`src/rtl/ui_event_scheduler.sv`:
```
// ui_event_scheduler: merges one-cycle button pulses and handshaked network
// commands into one ordered event stream held in a first-word-fall-through
// queue, and tracks the incoming-call ringing state.
//
// Ports:
//   clk, reset                      clock, synchronous active-high reset
//   enter/up/down/left/right        one-cycle debounced button pulses
//   inc_valid, inc_command[2:0]     network command in; inc_ready is combinational
//   ev_valid, ev_code[3:0]          queue head out; ev_ready from consumer
//   ringing                         incoming call pending
//   dropped                         registered one-cycle pulse per cycle a button was lost
//
// Optional feature macro: UI_EVQ_RING_TIMEOUT_EN (missed-call timeout after
// RING_CYCLES cycles of ringing). When undefined, no timer is built.
module ui_event_scheduler #(
  parameter int          FIFO_DEPTH  = 4,
  parameter logic [26:0] RING_CYCLES = 27'd100_000_000
) (
  input  logic       clk,
  input  logic       reset,
  input  logic       enter,
  input  logic       up,
  input  logic       down,
  input  logic       left,
  input  logic       right,
  input  logic       inc_valid,
  input  logic [2:0] inc_command,
  output logic       inc_ready,
  output logic       ev_valid,
  output logic [3:0] ev_code,
  input  logic       ev_ready,
  output logic       ringing,
  output logic       dropped
);

  localparam int PW = (FIFO_DEPTH > 1) ? $clog2(FIFO_DEPTH) : 1;
  localparam int CW = PW + 1;

  localparam logic [2:0] CMD_RING   = 3'd1;
  localparam logic [2:0] CMD_CANCEL = 3'd2;
  localparam logic [3:0] EV_MISSED  = 4'h6;

  typedef enum logic {
    ST_IDLE    = 1'b0,
    ST_RINGING = 1'b1
  } ring_state_e;

  // Queue storage and pointers
  logic [3:0]    mem_q [FIFO_DEPTH];
  logic [PW-1:0] rd_ptr_q, rd_ptr_d;
  logic [PW-1:0] wr_ptr_q, wr_ptr_d;
  logic [CW-1:0] count_q, count_d;

  ring_state_e   state_q, state_d;
  logic          dropped_q, dropped_d;
  logic          miss_pend;

  logic [4:0]    btn_vec;
  logic          any_btn;
  logic          multi_btn;
  logic [3:0]    btn_code;
  logic          full;
  logic          inc_acc;
  logic          push;
  logic          push_btn;
  logic          push_miss;
  logic [3:0]    push_code;
  logic          pop;
  logic          answer;
  logic          cancel;
  logic          ring_acc;

  // Button decode: enter > up > down > left > right
  assign btn_vec   = {enter, up, down, left, right};
  assign any_btn   = |btn_vec;
  // More than one bit set: clearing the lowest set bit leaves something
  assign multi_btn = |(btn_vec & (btn_vec - 5'd1));

  always_comb begin
    btn_code = 4'h0;
    if (enter)      btn_code = 4'h1;
    else if (up)    btn_code = 4'h2;
    else if (down)  btn_code = 4'h3;
    else if (left)  btn_code = 4'h4;
    else if (right) btn_code = 4'h5;
  end

  // Full is judged on the registered count only; a same-cycle pop does not
  // free a slot for a push.
  assign full      = (count_q == CW'(FIFO_DEPTH));
  assign inc_ready = !reset && !full && !any_btn && !miss_pend;
  assign inc_acc   = inc_valid && inc_ready;
  assign ring_acc  = inc_acc && (inc_command == CMD_RING);
  assign cancel    = inc_acc && (inc_command == CMD_CANCEL);

  // Single write slot: pending missed call > button > network command
  always_comb begin
    push      = 1'b0;
    push_btn  = 1'b0;
    push_miss = 1'b0;
    push_code = 4'h0;
    if (!full) begin
      if (miss_pend) begin
        push      = 1'b1;
        push_miss = 1'b1;
        push_code = EV_MISSED;
      end else if (any_btn) begin
        push      = 1'b1;
        push_btn  = 1'b1;
        push_code = btn_code;
      end else if (inc_acc && (inc_command != 3'd0)) begin
        push      = 1'b1;
        push_code = {1'b1, inc_command};
      end
    end
  end

  assign answer    = push_btn && enter;
  // Losing buttons, or a winner that could not be written, count as a drop
  assign dropped_d = any_btn && (multi_btn || full || miss_pend);

  assign ev_valid = (count_q != '0);
  assign pop      = ev_valid && ev_ready;
  assign ev_code  = ev_valid ? mem_q[rd_ptr_q] : 4'h0;

  always_comb begin
    rd_ptr_d = rd_ptr_q;
    wr_ptr_d = wr_ptr_q;
    count_d  = count_q;
    if (push) wr_ptr_d = wr_ptr_q + PW'(1);
    if (pop)  rd_ptr_d = rd_ptr_q + PW'(1);
    if (push && !pop)      count_d = count_q + CW'(1);
    else if (pop && !push) count_d = count_q - CW'(1);
  end

  always_ff @(posedge clk) begin
    if (push) mem_q[wr_ptr_q] <= push_code;
  end

`ifdef UI_EVQ_RING_TIMEOUT_EN
  logic [26:0] timer_q, timer_d;
  logic        miss_q, miss_d;
  logic        miss_set;

  assign miss_pend = miss_q;

  always_comb begin
    state_d  = state_q;
    timer_d  = timer_q;
    miss_set = 1'b0;
    case (state_q)
      ST_IDLE: begin
        if (ring_acc) begin
          state_d = ST_RINGING;
          timer_d = RING_CYCLES - 27'd1;
        end
      end
      ST_RINGING: begin
        // Answer/cancel take precedence over an expiry in the same cycle
        if (ring_acc) begin
          timer_d = RING_CYCLES - 27'd1;
        end else if (answer || cancel) begin
          state_d = ST_IDLE;
        end else if (timer_q == 27'd0) begin
          state_d  = ST_IDLE;
          miss_set = 1'b1;
        end else begin
          timer_d = timer_q - 27'd1;
        end
      end
      default: state_d = ST_IDLE;
    endcase
  end

  always_comb begin
    miss_d = miss_q;
    if (push_miss) miss_d = 1'b0;
    if (miss_set)  miss_d = 1'b1;
  end

  always_ff @(posedge clk) begin
    if (reset) begin
      timer_q <= 27'd0;
      miss_q  <= 1'b0;
    end else begin
      timer_q <= timer_d;
      miss_q  <= miss_d;
    end
  end
`else
  assign miss_pend = 1'b0;

  always_comb begin
    state_d = state_q;
    case (state_q)
      ST_IDLE:    if (ring_acc) state_d = ST_RINGING;
      ST_RINGING: if (!ring_acc && (answer || cancel)) state_d = ST_IDLE;
      default:    state_d = ST_IDLE;
    endcase
  end
`endif

  always_ff @(posedge clk) begin
    if (reset) begin
      rd_ptr_q  <= '0;
      wr_ptr_q  <= '0;
      count_q   <= '0;
      state_q   <= ST_IDLE;
      dropped_q <= 1'b0;
    end else begin
      rd_ptr_q  <= rd_ptr_d;
      wr_ptr_q  <= wr_ptr_d;
      count_q   <= count_d;
      state_q   <= state_d;
      dropped_q <= dropped_d;
    end
  end

  assign ringing = (state_q == ST_RINGING);
  assign dropped = dropped_q;

endmodule

```
`config.mk`:
```
export PLATFORM = sky130hd
export DESIGN_NAME = ui_event_scheduler
export DESIGN_NICKNAME = d
export VERILOG_FILES = /design/src/rtl/ui_event_scheduler.sv
export SDC_FILE = /design/constraint.sdc
export NUM_CORES = 1
export LEC_CHECK = 0
export CORE_UTILIZATION = 36
export DETAILED_ROUTE_END_ITERATION = 10
export PLACE_DENSITY_LB_ADDON = 0.25
export SYNTH_ARGS = -nofsm -noshare
export SYNTH_HDL_FRONTEND = slang
export SYNTH_SLANG_ARGS = --single-unit
```
`constraint.sdc`:
```
create_clock -name clk -period 2.6 [get_ports clk]
set_input_delay 0.39 -clock clk [delete_from_list [all_inputs] [get_ports clk]]
set_output_delay 0.39 -clock clk [all_outputs]
set_load 0.03 [all_outputs]
```
==> results.json <==
{
  "grt_overflow_total": 0,
  "finalWirelength_mm": 2.33,
  "r2r_slack_ns": 0.30,
  "cts-buffers-inserted": 3,
  "core_um2": 3390,
  "syn_nets": 122,
  "routedWlPerCell_um": 12.8,
  "reg2reg_depth": 8,
  "finalHoldViolCount": 0,
  "grt_max_degree": 15,
  "yosysMostFrequentCell": "edfxtp_1",
  "gp_congestion": 0.872,
  "start_kind": "flip-flop",
  "grt_pass1_vias": 802,
  "tns_ns": 0,
  "p_leak_nw": 0.619,
  "fp.dieH_um": 61.8,
  "yosysTopAreaCell": "edfxtp_1",
  "drtIter0Drc": 14,
  "post-place-ws_ns": -0.0574,
  "antenna_found_initial": 0,
  "cts_tree": "done",
  "synth_common_cells": "edfxtp_1 (16), nor2_1 (14), dfxtp_1 (11)",
  "min_path_type": "reg2reg",
  "cts_buffer_depth": 2,
  "dr_total_vias": 871,
  "fp-row-count": 21,
  "period_needed_ns": 2.41,
  "synthArstFlopShare_pct": 0,
  "power_mw": 1.46,
  "die_w_um": 61.8,
  "initial_core_util_pct": 38.0,
  "end_kind": "output port",
  "drv_cap": 0,
  "grt_pass1_wl_mm": 3.66,
  "synth_top_area_share_pct": 37.3,
  "hold_ws_ns": 0.525,
  "ys_seq_elements": 27,
  "numPortBuffers": 19,
  "slew_headroom_pct": 65.7,
  "outcome": "finished clean",
  "root_buffer": "clkbuf_4",
  "drcViolationCount": 0,
  "postLayoutCoreUtil_pct": 48.2,
  "post_cts_buffers": 0,
  "synth.avg_cell_area_um2": 12.4,
  "synth_area_leaders": "edfxtp_1 (37%), dfxtp_1 (17%), mux4_2 (7.0%)",
  "timing.final.ws_setup_ns": 0.191,
  "fin_nets": 155,
  "n_antenna_cell": 0,
  "required_ns": 2.21,
  "dieArea_um2": 3820,
  "period_share_pct": 92.6,
  "grt_usage_pct": 13.5,
  "htree_levels": 1,
  "p_per_area_nw_per_um2": 895,
  "drive_gt1_share_pct": 19.1,
  "clk_latency_ns": 0.32,
  "fin_worst_skew_ns": 0.00188,
  "dr.pass1.iters": 4,
  "place_hpwl_mm": 1.88,
  "cts_sinks": 27,
  "synth_flop_cell": "edfxtp_1",
  "finalMaxSlewViolations": 0,
  "setup_viol": 0,
  "fmax_mhz": 415,
  "cp_max_fo": 4,
  "worst_pin_slew_ns": 0.512,
  "ant_nets": 0,
  "arrival_ns": 2.02,
  "clk_pin_slew_worst_paths_ns": 0.13,
  "nFillCells": 317,
  "io_pins": 20,
  "synth_edf_count": 16,
  "whs_path_depth": 2,
  "yosys_warnings": 0,
  "syn_inst": 104,
  "area_growth_pct": 27.0,
  "critPathKind": "reg2out",
  "via_per_inst": 4.79,
  "rsz0062_at_grt": "no",
  "yosysSeqAreaShare_pct": 54.4,
  "vdd_drop_max_v": 0.000231,
  "synth_area_um2": 1290,
  "synth.distinct_cells": 35
}
[state kept, by name, indices dropped and copies added (netlist names), named ones only]
signal / flops
ringing: 1
wr_ptr_q: 2
rd_ptr_q: 2
dropped: 1
count_q: 3
mem_q: 16
[per-stage QoR]
stage | instances | instance area, um2
6_report | 182 | 1640
5_1_grt | 182 | 1640
4_1_cts | 182 | 1630
3_5_place_dp | 178 | 1610
3_3_place_gp | 178 | 1610
2_1_floorplan | 104 | 1290
[logic make-up after synthesis]
kind of cell / share of synthesized area, %
and+or+nand+nor: 16.7
DFF: 54.4
AOI/OAI and AO/OA: 7.78
muxes: 9.43
adders and majority gates: 7.19
buffers and inverters: 1.75
xor gates and xnor gates: 2.72
[layer usage]
metal	vias up	global-route usage, %	wire (um)
li1	445	-	-
met4	0	7.30	42
met5	-	0	0
met1	401	16.2	1030
met3	4	1.66	65
met2	21	23.5	1190
[path summary, 6_finish.rpt]
kind	startpoint	to
max	flip-flop	ev_code[3]
min	wr_ptr_q[1]	wr_ptr_q[1]
max reg2reg	count_q[0]	count_q[2]
min reg2reg	wr_ptr_q[1]	wr_ptr_q[1]
[power by group]
| part | internal (mW) | switching (mW) |
|---|---|---|
| clock | 0.0600 | 0.115 |
| combinational | 0.315 | 0.323 |
| sequential | 0.582 | 0.0679 |
[critical path, stage by stage (launching register included)]
cell and delay (ns):
dfxtp_2 0.43, mux4_2 0.52, and2_1 0.17, clkdlybuf4s50_1 0.58
[layout make-up]
cell class / instances / area [um2] / share of cell area (%)
flip-flops and latches: 27 / 702 / 42.9
multi-input cells: 71 / 564 / 34.5
repair buffers: 30 / 270 / 16.5
well taps: 46 / 57.6 / 3.52
clock buffers: 4 / 26.3 / 1.61
inverters: 4 / 15.0 / 0.918
[repair_timing]
item | CTS | global route
hold buffers | 0 | 0
resized for setup | 0 | 1
setup endpoints to repair | 0 | 3
[placed cells by master (no fill, tap or decap), types with 3 or more instances in the layout]
cell	count
nand2_1	4
clkbuf_4	3
clkdlybuf4s50_1	18
inv_1	4
nor2_1	14
buf_4	12
ha_1	5
xor2_1	4
a21oi_1	3
edfxtp_1	16
dfxtp_1	10
mux4_2	4
and2_1	8
Note: power is estimated with default switching activity, not from simulation.
